==> src/rtl/vx_raster_slice_sched_if.sv <==
// Signal bundle between the raster slice scheduler, the frame start logic,
// the raster memory units and the downstream rasterizer.
interface vx_raster_slice_sched_if #(
  parameter int NUM_SLICES = 4,
  parameter int DATAW      = 64,
  parameter int CNT_BITS   = 32,
  parameter int SRCW       = (NUM_SLICES > 1) ? $clog2(NUM_SLICES) : 1
);
  logic                        start_req;
  logic [NUM_SLICES-1:0]       mem_start;
  logic [NUM_SLICES-1:0]       mem_busy;
  logic [NUM_SLICES-1:0]       in_valid;
  logic [NUM_SLICES*DATAW-1:0] in_data;
  logic [NUM_SLICES-1:0]       in_ready;
  logic                        out_valid;
  logic [DATAW-1:0]            out_data;
  logic [SRCW-1:0]             out_src;
  logic                        out_ready;
  logic                        busy;
  logic                        done;
  logic [CNT_BITS-1:0]         prim_count;

  modport master (
    input  start_req, mem_busy, in_valid, in_data, out_ready,
    output mem_start, in_ready, out_valid, out_data, out_src, busy, done, prim_count
  );

  modport slave (
    output start_req, mem_busy, in_valid, in_data, out_ready,
    input  mem_start, in_ready, out_valid, out_data, out_src, busy, done, prim_count
  );
endinterface

==> src/rtl/vx_raster_slice_sched.sv <==
// Launches the raster memory units for a frame, round-robin merges their outputs
// into one registered stream and signals frame completion.
module vx_raster_slice_sched #(
  parameter int NUM_SLICES  = 4,
  parameter int DATAW       = 64,
  parameter int START_DELAY = 2,
  parameter int CNT_BITS    = 32
) (
  input  logic                   clk,
  input  logic                   reset,
  vx_raster_slice_sched_if.master bus
);
  localparam int SRCW = (NUM_SLICES > 1) ? $clog2(NUM_SLICES) : 1;
  localparam int DLYW = $clog2(START_DELAY + 1);

  typedef enum logic [1:0] {IDLE, LAUNCH, RUN, DONE} state_t;

  state_t                state_reg, state_next;
  logic [DLYW-1:0]       cnt_reg, cnt_next;
  logic [SRCW-1:0]       ptr_reg, ptr_next;
  logic [NUM_SLICES-1:0] mem_start_reg;
  logic                  out_valid_reg;
  logic [DATAW-1:0]      out_data_reg;
  logic [SRCW-1:0]       out_src_reg;
  logic [CNT_BITS-1:0]   prim_count_reg;

  logic                  launch;
  logic                  active;
  logic                  can_load;
  logic                  accept;
  logic                  fire;
  logic                  grant_found;
  logic [SRCW-1:0]       grant_idx;
  logic [NUM_SLICES-1:0] grant_oh;
  logic [DATAW-1:0]      grant_data;
  logic [DATAW-1:0]      slice_data [NUM_SLICES];
  int                    cand;

  always_ff @(posedge clk) begin
    if (!reset) begin
      state_reg <= IDLE;
      cnt_reg   <= '0;
    end else begin
      state_reg <= state_next;
      cnt_reg   <= cnt_next;
    end
  end

  // Unit busy flags are not trusted during LAUNCH: units need time to raise them.
  always_comb begin
    state_next = state_reg;
    cnt_next   = cnt_reg;
    launch     = 1'b0;
    case (state_reg)
      IDLE: begin
        if (bus.start_req) begin
          launch     = 1'b1;
          state_next = LAUNCH;
          cnt_next   = DLYW'(START_DELAY);
        end
      end
      LAUNCH: begin
        cnt_next = cnt_reg - 1'b1;
        if (cnt_reg == DLYW'(1)) begin
          state_next = RUN;
        end
      end
      RUN: begin
        if (~|bus.mem_busy && ~|bus.in_valid && !out_valid_reg) begin
          state_next = DONE;
        end
      end
      DONE: begin
        state_next = IDLE;
      end
      default: begin
        state_next = IDLE;
      end
    endcase
  end

  assign active   = (state_reg == LAUNCH) || (state_reg == RUN);
  assign can_load = !out_valid_reg || bus.out_ready;

  // Search order starts at the pointer and wraps; first valid unit wins.
  always_comb begin
    grant_found = 1'b0;
    grant_idx   = '0;
    grant_oh    = '0;
    cand        = 0;
    for (int i = 0; i < NUM_SLICES; i++) begin
      cand = int'(ptr_reg) + i;
      if (cand >= NUM_SLICES) begin
        cand = cand - NUM_SLICES;
      end
      for (int j = 0; j < NUM_SLICES; j++) begin
        if (!grant_found && (cand == j) && bus.in_valid[j]) begin
          grant_found = 1'b1;
          grant_idx   = SRCW'(j);
          grant_oh[j] = 1'b1;
        end
      end
    end
  end

  for (genvar gi = 0; gi < NUM_SLICES; gi++) begin : g_slice
    assign slice_data[gi] = grant_oh[gi] ? bus.in_data[gi*DATAW +: DATAW] : '0;
  end

  always_comb begin
    grant_data = '0;
    for (int k = 0; k < NUM_SLICES; k++) begin
      grant_data = grant_data | slice_data[k];
    end
  end

  assign accept   = active && can_load && grant_found;
  assign fire     = out_valid_reg && bus.out_ready;
  assign ptr_next = (grant_idx == SRCW'(NUM_SLICES - 1)) ? '0 : grant_idx + 1'b1;

  always_ff @(posedge clk) begin
    if (!reset) begin
      ptr_reg        <= '0;
      mem_start_reg  <= '0;
      out_valid_reg  <= 1'b0;
      out_data_reg   <= '0;
      out_src_reg    <= '0;
      prim_count_reg <= '0;
    end else begin
      mem_start_reg <= {NUM_SLICES{launch}};
      // A reload on the same cycle as a fire keeps the stream at full rate.
      if (accept) begin
        ptr_reg       <= ptr_next;
        out_valid_reg <= 1'b1;
        out_data_reg  <= grant_data;
        out_src_reg   <= grant_idx;
      end else if (fire) begin
        out_valid_reg <= 1'b0;
      end
      if (launch) begin
        prim_count_reg <= '0;
      end else if (fire && !(&prim_count_reg)) begin
        prim_count_reg <= prim_count_reg + 1'b1;
      end
    end
  end

  assign bus.mem_start  = mem_start_reg;
  assign bus.in_ready   = (active && can_load) ? grant_oh : '0;
  assign bus.out_valid  = out_valid_reg;
  assign bus.out_data   = out_data_reg;
  assign bus.out_src    = out_src_reg;
  assign bus.busy       = (state_reg != IDLE);
  assign bus.done       = (state_reg == DONE);
  assign bus.prim_count = prim_count_reg;
endmodule

==> src/flat_wrapper.sv <==
// flat-port wrapper written by rule: the top's interface ports become plain ports
module vx_raster_slice_sched_flat 
#(
  parameter int NUM_SLICES  = 4,
  parameter int DATAW       = 64,
  parameter int START_DELAY = 2,
  parameter int CNT_BITS    = 32
)
  (clk, reset, bus_start_req, bus_mem_busy, bus_in_valid, bus_in_data, bus_out_ready, bus_mem_start, bus_in_ready, bus_out_valid, bus_out_data, bus_out_src, bus_busy, bus_done, bus_prim_count);
  vx_raster_slice_sched_if #(.NUM_SLICES(NUM_SLICES), .DATAW(DATAW), .CNT_BITS(CNT_BITS)) bus_i ();
  input  logic clk;
  input  logic reset;
  input wire logic [$bits(bus_i.start_req)-1:0] bus_start_req;
  input wire logic [$bits(bus_i.mem_busy)-1:0] bus_mem_busy;
  input wire logic [$bits(bus_i.in_valid)-1:0] bus_in_valid;
  input wire logic [$bits(bus_i.in_data)-1:0] bus_in_data;
  input wire logic [$bits(bus_i.out_ready)-1:0] bus_out_ready;
  output wire logic [$bits(bus_i.mem_start)-1:0] bus_mem_start;
  output wire logic [$bits(bus_i.in_ready)-1:0] bus_in_ready;
  output wire logic [$bits(bus_i.out_valid)-1:0] bus_out_valid;
  output wire logic [$bits(bus_i.out_data)-1:0] bus_out_data;
  output wire logic [$bits(bus_i.out_src)-1:0] bus_out_src;
  output wire logic [$bits(bus_i.busy)-1:0] bus_busy;
  output wire logic [$bits(bus_i.done)-1:0] bus_done;
  output wire logic [$bits(bus_i.prim_count)-1:0] bus_prim_count;
  assign bus_i.start_req = bus_start_req;
  assign bus_i.mem_busy = bus_mem_busy;
  assign bus_i.in_valid = bus_in_valid;
  assign bus_i.in_data = bus_in_data;
  assign bus_i.out_ready = bus_out_ready;
  assign bus_mem_start = bus_i.mem_start;
  assign bus_in_ready = bus_i.in_ready;
  assign bus_out_valid = bus_i.out_valid;
  assign bus_out_data = bus_i.out_data;
  assign bus_out_src = bus_i.out_src;
  assign bus_busy = bus_i.busy;
  assign bus_done = bus_i.done;
  assign bus_prim_count = bus_i.prim_count;
  vx_raster_slice_sched #(.NUM_SLICES(NUM_SLICES), .DATAW(DATAW), .START_DELAY(START_DELAY), .CNT_BITS(CNT_BITS)) u_core (.clk(clk), .reset(reset), .bus(bus_i));
endmodule
==> config.mk <==
export PLATFORM = sky130hd
export DESIGN_NAME = vx_raster_slice_sched_flat
export DESIGN_NICKNAME = d
export VERILOG_FILES = /design/src/rtl/vx_raster_slice_sched_if.sv /design/src/rtl/vx_raster_slice_sched.sv /design/src/flat_wrapper.sv
export SDC_FILE = /design/constraint.sdc
export NUM_CORES = 1
export LEC_CHECK = 0
export CORE_AREA = 10 10 139 141
export DETAILED_ROUTE_END_ITERATION = 7
export DIE_AREA = 0 0 149 151
export HOLD_SLACK_MARGIN = 0.15
export PLACE_DENSITY = 0.77
export SKIP_LAST_GASP = 1
export SYNTH_ARGS = -nofsm -noshare
export SYNTH_HDL_FRONTEND = slang
export SYNTH_SLANG_ARGS = --single-unit
==> constraint.sdc <==
create_clock -name clk -period 3.1 [get_ports clk]
set_clock_uncertainty 0.05 [all_clocks]
set_input_delay 0.31 -clock clk [delete_from_list [all_inputs] [get_ports clk]]
set_output_delay 0.31 -clock clk [all_outputs]
set_load 0.03 [all_outputs]
* After elaboration in Yosys (flattened, before gate mapping) *
Cells that the tools add are included.

operators by class
  add/sub/neg operators = 10
  magnitude comparators = 4
  eq/ne operators = 20
  mux-type cells = 66
  bitwise logic cells = 4
  reduce and logical (&&, ||, !) cells = 72

operators by type and width
  kind                     count
  $eq A32 B3 Y1 const B    8
  $mux W64                 4
  $or A64 B64 Y64          3
  $eq A32 B2 Y1 const B    4
  $logic_not A32 Y1        4
  $mux W32                 4
  $ge A32 B4 Y1 const B    3
  $sub A32 B4 Y32 const B  3
  $mux W2                  19
  $logic_and A1 B1 Y1      37
  $mux W1                  36
  $add A32 B1 Y32 const B  1
  $reduce_and A32 Y1       1
  $logic_not A1 Y1         19
  $pmux W2 S4              1
  $reduce_or A4 Y1         2
  $add A2 B2 Y3 const B    2
  $eq A2 B2 Y1 const B     3
  $reduce_bool A2 Y1       3
  $eq A2 B1 Y1 const B     2
  $mux W4                  1
  $ne A2 B1 Y1 const B     2
  $pmux W2 S2              1
  $sub A2 B3 Y4 const B    1
  11 further kinds         12

word-level totals
  register bits = 106
  input bits = 268
  output and inout port bits = 109
  word-level logic and storage cells = 184

* Longest topological paths before layout *
  depth after elaboration = 67
  gate-level depth with buffers = 11
  depth with buffers taken out = 7

* Worst setup path after synthesis *
No wires, ideal clock.

  path type = register to register
  from = register u_core.ptr_reg[1]
  to = register u_core.ptr_reg[0]
  library setup time = 71 ps
  data arrival time = 2381 ps
  data required time = 2979 ps
  slack = 599 ps
  cell stages (with the launch flop) = 12
  path buffers = 4
  clock period less this slack = 2501 ps
  cells stage by stage = dfxtp_1 clkbuf_1 inv_1 a21oi_1 o221a_2 clkbuf_1 buf_2 buf_2 or2_2 ha_1 or4_1 a21oi_1

on the way
  longest elaborated chain between the ends = 67
  elaborated cells between the ends (all ways) = 112
  classes of those cells = 8 x add/sub; 4 x order compare; 13 x eq/ne; 36 x mux; 51 x reduce/logical

ends and longest elaborated chain
  element                                               RTL line                                                  source
  from (decl)                                           vx_raster_slice_sched.sv:20                               logic [SRCW-1:0] ptr_reg, ptr_next;
  from (signal assigned)                                vx_raster_slice_sched.sv:133                              ptr_reg <= ptr_next;
  $sub A2 B3 Y4 / $ge A2 B3 Y1 (equally long branches)  vx_raster_slice_sched.sv:94, vx_raster_slice_sched.sv:93
  $mux W32                                              vx_raster_slice_sched.sv:93                               if (cand >= NUM_SLICES) begin
  $logic_not A32 Y1                                     vx_raster_slice_sched.sv:97                               if (!grant_found && (cand == j) && bus.in_valid[j]) begin
  $logic_and A1 B1 Y1                                   vx_raster_slice_sched.sv:97
  $mux W1                                               vx_raster_slice_sched.sv:97
  $logic_not A1 Y1                                      vx_raster_slice_sched.sv:97
  $logic_and A1 B1 Y1 (2 in series)                     vx_raster_slice_sched.sv:97
  $mux W1                                               vx_raster_slice_sched.sv:97
  [... 49 more ...]                                     --
  $logic_and A1 B1 Y1 (2 in series)                     vx_raster_slice_sched.sv:97
  $mux W1                                               vx_raster_slice_sched.sv:97
  $logic_not A1 Y1                                      vx_raster_slice_sched.sv:97
  $logic_and A1 B1 Y1 (2 in series)                     vx_raster_slice_sched.sv:97
  $mux W2 *                                             vx_raster_slice_sched.sv:97
  named net u_core.grant_idx[1]                         vx_raster_slice_sched.sv:33                               logic [SRCW-1:0] grant_idx;
  $eq A2 B2 Y1 *                                        vx_raster_slice_sched.sv:119                              assign ptr_next = (grant_idx == SRCW'(NUM_SLICES - 1)) ? '0 : grant_idx + 1'b1;
  $mux W2 *                                             vx_raster_slice_sched.sv:119

Mark *: on every way through the listed nets, which the timed path passes. The rest lies on a longest branch.
A chain may end at the register's enable or synchronous reset.

* Final worst setup path *
  from = register u_core.ptr_reg[1]
  to = output bus_in_ready[3]

on the way
  longest elaborated chain between the ends = 66
  elaborated cells between the ends (all ways) = 97
  classes of those cells = 7 x add/sub; 4 x order compare; 12 x eq/ne; 24 x mux; 50 x reduce/logical

ends and longest elaborated chain
  element                                               RTL line                                                  source
  $sub A2 B3 Y4 / $ge A2 B3 Y1 (equally long branches)  vx_raster_slice_sched.sv:94, vx_raster_slice_sched.sv:93
  $mux W32                                              vx_raster_slice_sched.sv:93
  $logic_not A32 Y1                                     vx_raster_slice_sched.sv:97
  $logic_and A1 B1 Y1                                   vx_raster_slice_sched.sv:97
  $mux W1                                               vx_raster_slice_sched.sv:97
  $logic_not A1 Y1                                      vx_raster_slice_sched.sv:97
  $logic_and A1 B1 Y1 (2 in series)                     vx_raster_slice_sched.sv:97
  $mux W1                                               vx_raster_slice_sched.sv:97
  [... 47 more ...]                                     --
  $mux W1                                               vx_raster_slice_sched.sv:97
  $logic_not A1 Y1                                      vx_raster_slice_sched.sv:97
  $logic_and A1 B1 Y1 (2 in series)                     vx_raster_slice_sched.sv:97
  $mux W1                                               vx_raster_slice_sched.sv:97
  $logic_not A1 Y1                                      vx_raster_slice_sched.sv:97
  $logic_and A1 B1 Y1 (2 in series)                     vx_raster_slice_sched.sv:97
  $mux W1 *                                             vx_raster_slice_sched.sv:97
  $mux W4 *                                             vx_raster_slice_sched.sv:149                              assign bus.in_ready = (active && can_load) ? grant_oh : '0;
  to (decl)                                             flat_wrapper.sv:19                                        output wire logic [$bits(bus_i.in_ready)-1:0] bus_in_ready;

Mark *: on every way between the ends. The rest lies on a longest branch, timed or not.

==> results.rst <==
.. list-table::
   :header-rows: 1

   * - Metric
     - Value
   * - Library cell contributing the largest single delay on the critical path
     - buf_4
   * - Clock sink total
     - 106
   * - Number of max-capacitance violations reported
     - 0
   * - Detailed-placement wirelength estimate
     - 21800 microns
   * - Average footprint of a synthesized cell
     - 8.52 sq um
   * - Endpoint arrival time on the critical path
     - 2.34 ns
   * - RSZ-0062 raised after global routing
     - false
   * - Number of antenna violations at the first check in global routing
     - 2
   * - Wirelength per Cell
     - 23.0 microns
   * - Post-Synth Simple-Gate Area
     - 0.140
   * - PwrDens
     - 708 mW/mm^2
   * - Chip width
     - 149 microns
   * - FF+latch count, synth
     - 106
   * - Number of enable-type register cells in the synthesized netlist
     - 0
   * - Final net count
     - 1261
   * - Number of buffers inserted to repair setup after CTS
     - 0
   * - Clock transition time at the flip-flop clock pins of the worst setup and hold paths
     - 0.07 ns
   * - Post-route minimum period
     - 2.70 ns
   * - Pins over their slew limit
     - 0
   * - Max Clk Rate
     - 0.371 GHz
   * - Async set-reset flop share out of synthesis
     - 0
   * - CP startpoint kind
     - register
   * - Synthesized-area fraction occupied by xor and xnor cells
     - 0.00946
   * - Overall die height
     - 151 microns
   * - Worst hold-check path type
     - input pin to register
   * - Pin slew with the least headroom to its limit
     - 0.764 ns
   * - Crit Reg-Reg Endpoint
     - u_core.bus.prim_count[25]$_SDFFE_PP0P_
   * - Mux share of post-synthesis cell area
     - 0.0110
   * - Area share of fa/ha/maj cells after synthesis
     - 0.0158
   * - Crit path cell chain
     - inv_1 -> a21oi_1 -> o221a_2 -> buf_4 -> and3_1 -> buf_4
   * - Post-synthesis sequential area ratio
     - 0.382
   * - Critical path peak fanout
     - 64
   * - Post-Syn Nets
     - 927
   * - Initial standard-cell utilization of the core
     - 0.337
   * - Final Cycle Share
     - 0.870
   * - Number of logic stages on the critical path including buffering
     - 6
   * - Compound-Gate Fraction of Synth Area
     - 0.381
   * - R2R setup slack
     - 0.58 ns
   * - Count of buffer and inverter cells on the critical path
     - 3
   * - Required time of the critical path
     - 2.74 ns
   * - Cell mode on critical path
     - buf_4
   * - Worst Setup Path Type
     - register to primary output
   * - Clock Tree Buf Depth
     - 2
   * - Global-route usage over all layers
     - 0.231
   * - Total vias in the final route
     - 6746
   * - First-iteration detailed-routing DRC count
     - 501
   * - Residual DRC
     - 0
   * - Vias in the first global route
     - 6699
   * - Clock latency on the worst-skew pair
     - 0.35 ns
   * - Hold buffers post-CTS
     - 0
   * - Final hold violations
     - 0
   * - Core Footprint
     - 0.0165 sq mm
   * - Via count normalized by instance count
     - 5.57
   * - Sum of overflow across all layers after global routing
     - 0
   * - Global placement routability congestion
     - 0.906
   * - Launch instance of the worst register-to-register path
     - u_core.bus.prim_count[0]$_SDFFE_PP0P_
   * - Synthesized instance count
     - 652
   * - Deepest level of the CTS H-tree
     - 3
   * - Setup-violating endpoint count in the final report
     - 0
   * - Status
     - finished clean
   * - Antenna violation net count after detailed routing
     - 0
   * - Delay contributed by the slowest stage of the critical path
     - 0.59 ns
   * - Inserted Clock Buffers
     - 9
   * - Largest family of logic cells by synthesized area
     - compound AO/OA/AOI/OAI gates
   * - Max reg flops
     - 64
   * - CTS tree
     - done
   * - Sum of routed wire length over all layers
     - 27800 microns
   * - Layout cell share with drive strength beyond 1
     - 0.0636
   * - Area delta synth->final
     - 75.5%
   * - Critical path startpoint
     - u_core.ptr_reg[1]$_SDFFE_PN0P_
   * - Count of boundary I/O pins
     - 377
   * - Largest voltage drop on the vdd net
     - 0.000384 V
   * - Root Buffer
     - clkbuf_16
   * - R2R depth
     - 6
   * - LEAKAGE
     - 3.39 nW
   * - Largest net degree at the start of global routing
     - 67
   * - Yosys Warn Count
     - 0
   * - Critical Path End
     - bus_in_ready[3]
   * - Total negative setup slack
     - 0 ns
   * - Number of distinct library cells after synthesis
     - 51
   * - Cell Area, Synth
     - 0.00555 sq mm
   * - Rows
     - 47
   * - Headroom to the max-slew limit
     - 0.491
   * - Primary FF master, synth
     - dfxtp_1
   * - Hold Worst Slack
     - 0.337 ns
   * - Drt pass-1 iters
     - 6
   * - Endpoint class of the critical path
     - primary output
   * - First-pass GRT wire length
     - 40400 microns
   * - Delay-heaviest family, CP
     - buffers and inverters
   * - Area of the die
     - 0.0225 sq mm
   * - Post_cts resized
     - 0
   * - Port Buf Inserts
     - 376
==> metrics by stage <==
stage          setup slack [ns]  power [W]  instance area (sq um)  cells  utilization
2_1_floorplan             0.599    0.00408                   5550    652            -
3_3_place_gp              0.472    0.00564                   9420   1195        0.572
3_5_place_dp              0.412    0.00569                   9420   1195        0.572
4_1_cts                   0.348    0.00694                   9740   1211        0.592
5_1_grt                   0.235    0.00730                   9740   1212        0.592
6_report                  0.403    0.00690                   9740   1212        0.592
==> worst min path at each step <==
stage / endpoint / startpoint / slack [ns] / cells past startpoint
floorplan: u_core.bus.mem_start[0]$_SDFF_PN0_ / bus_start_req / 0.40 / 2
global placement: u_core.bus.prim_count[14]$_SDFFE_PP0P_ / u_core.bus.prim_count[14]$_SDFFE_PP0P_ / 0.43 / 2
detailed placement: u_core.bus.out_src[0]$_SDFFE_PN0P_ / u_core.bus.out_src[0]$_SDFFE_PN0P_ / 0.44 / 2
CTS: u_core.cnt_reg[0]$_SDFFE_PN0P_ / reset / 0.32 / 3
global route: u_core.bus.mem_start[0]$_SDFF_PN0_ / reset / 0.37 / 3
finish: u_core.bus.mem_start[0]$_SDFF_PN0_ / reset / 0.34 / 3
==> worst min-delay path, delay by kind of cell <==
| kind | cells | cell delay (ns) |
|---|---|---|
| buffers and inverters | 2 | 0.26 |
| AND/OR/NAND/NOR | 1 | 0.13 |
==> layout make-up <==
class | instances | area (sq um)
sequential | 106 | 2120
clock inverter | 1 | 30.0
antenna | 1 | 2.50
timing repair buffer | 387 | 3880
inverter | 10 | 37.5
fill | 1464 | 6720
clock buffer | 15 | 288
multi-input combinational | 472 | 3110
tap | 220 | 275
==> cell families after synthesis <==
family / after synthesis
DFF: 106
and+or+nand+nor: 135
adders and majority gates: 7
AOI/OAI and AO/OA: 318
xor gates and xnor gates: 6
buffers and inverters: 74
muxes: 6
==> synth_stat cells (5+ instances only) <==
library cell | instances | area share
or4_1 | 11 | 0.015
buf_1 | 6 | 0.0041
clkbuf_1 | 45 | 0.030
or3_2 | 6 | 0.0081
nor2_1 | 17 | 0.011
a221oi_1 | 65 | 0.10
a21oi_1 | 87 | 0.078
inv_1 | 10 | 0.0068
nand3_1 | 15 | 0.014
a22oi_1 | 64 | 0.087
buf_4 | 5 | 0.0068
ha_1 | 7 | 0.016
and3_1 | 8 | 0.0090
o31ai_1 | 10 | 0.014
nand2_1 | 27 | 0.018
nor3_1 | 9 | 0.0081
o21ai_1 | 5 | 0.0045
dfxtp_1 | 106 | 0.38
or2_2 | 5 | 0.0056
nor4_1 | 5 | 0.0056
nand4_1 | 7 | 0.0079
mux2i_1 | 5 | 0.0090
o21ai_0 | 65 | 0.059
nand2b_1 | 9 | 0.010
==> cells in the final DEF, fill, tap and decap left out, types with 5 or more instances in the layout <==
cell type	count
clkdlybuf4s50_1	372
dfxtp_1	106
a21oi_1	87
a221oi_1	65
o21ai_0	65
a22oi_1	64
nand2_1	27
nor2_1	17
nand3_1	14
or4_1	11
inv_1	10
o31ai_1	10
buf_4	10
nand2b_1	9
nor3_1	9
clkbuf_16	9
and3_1	7
nand4_1	7
ha_1	7
or3_2	6
or2_2	5
o21ai_1	5
mux2i_1	5
nor4_1	5
==> power by group <==
group          switching, W  total (W)  internal (W)
Sequential         0.000173    0.00184       0.00167
Combinational       0.00225    0.00381       0.00157
Clock              0.000524    0.00124      0.000717
==> per-layer routing <==
layer | GRT usage | share of wire | vias up
met4 | 0.0883 | 0.035 | 2
met2 | 0.389 | 0.50 | 307
li1 | - | - | 3233
met3 | 0.0832 | 0.094 | 51
met1 | 0.264 | 0.37 | 3153
met5 | 0 | 0.00072 | -
No activity file was read; power rests on OpenSTA's default activity.
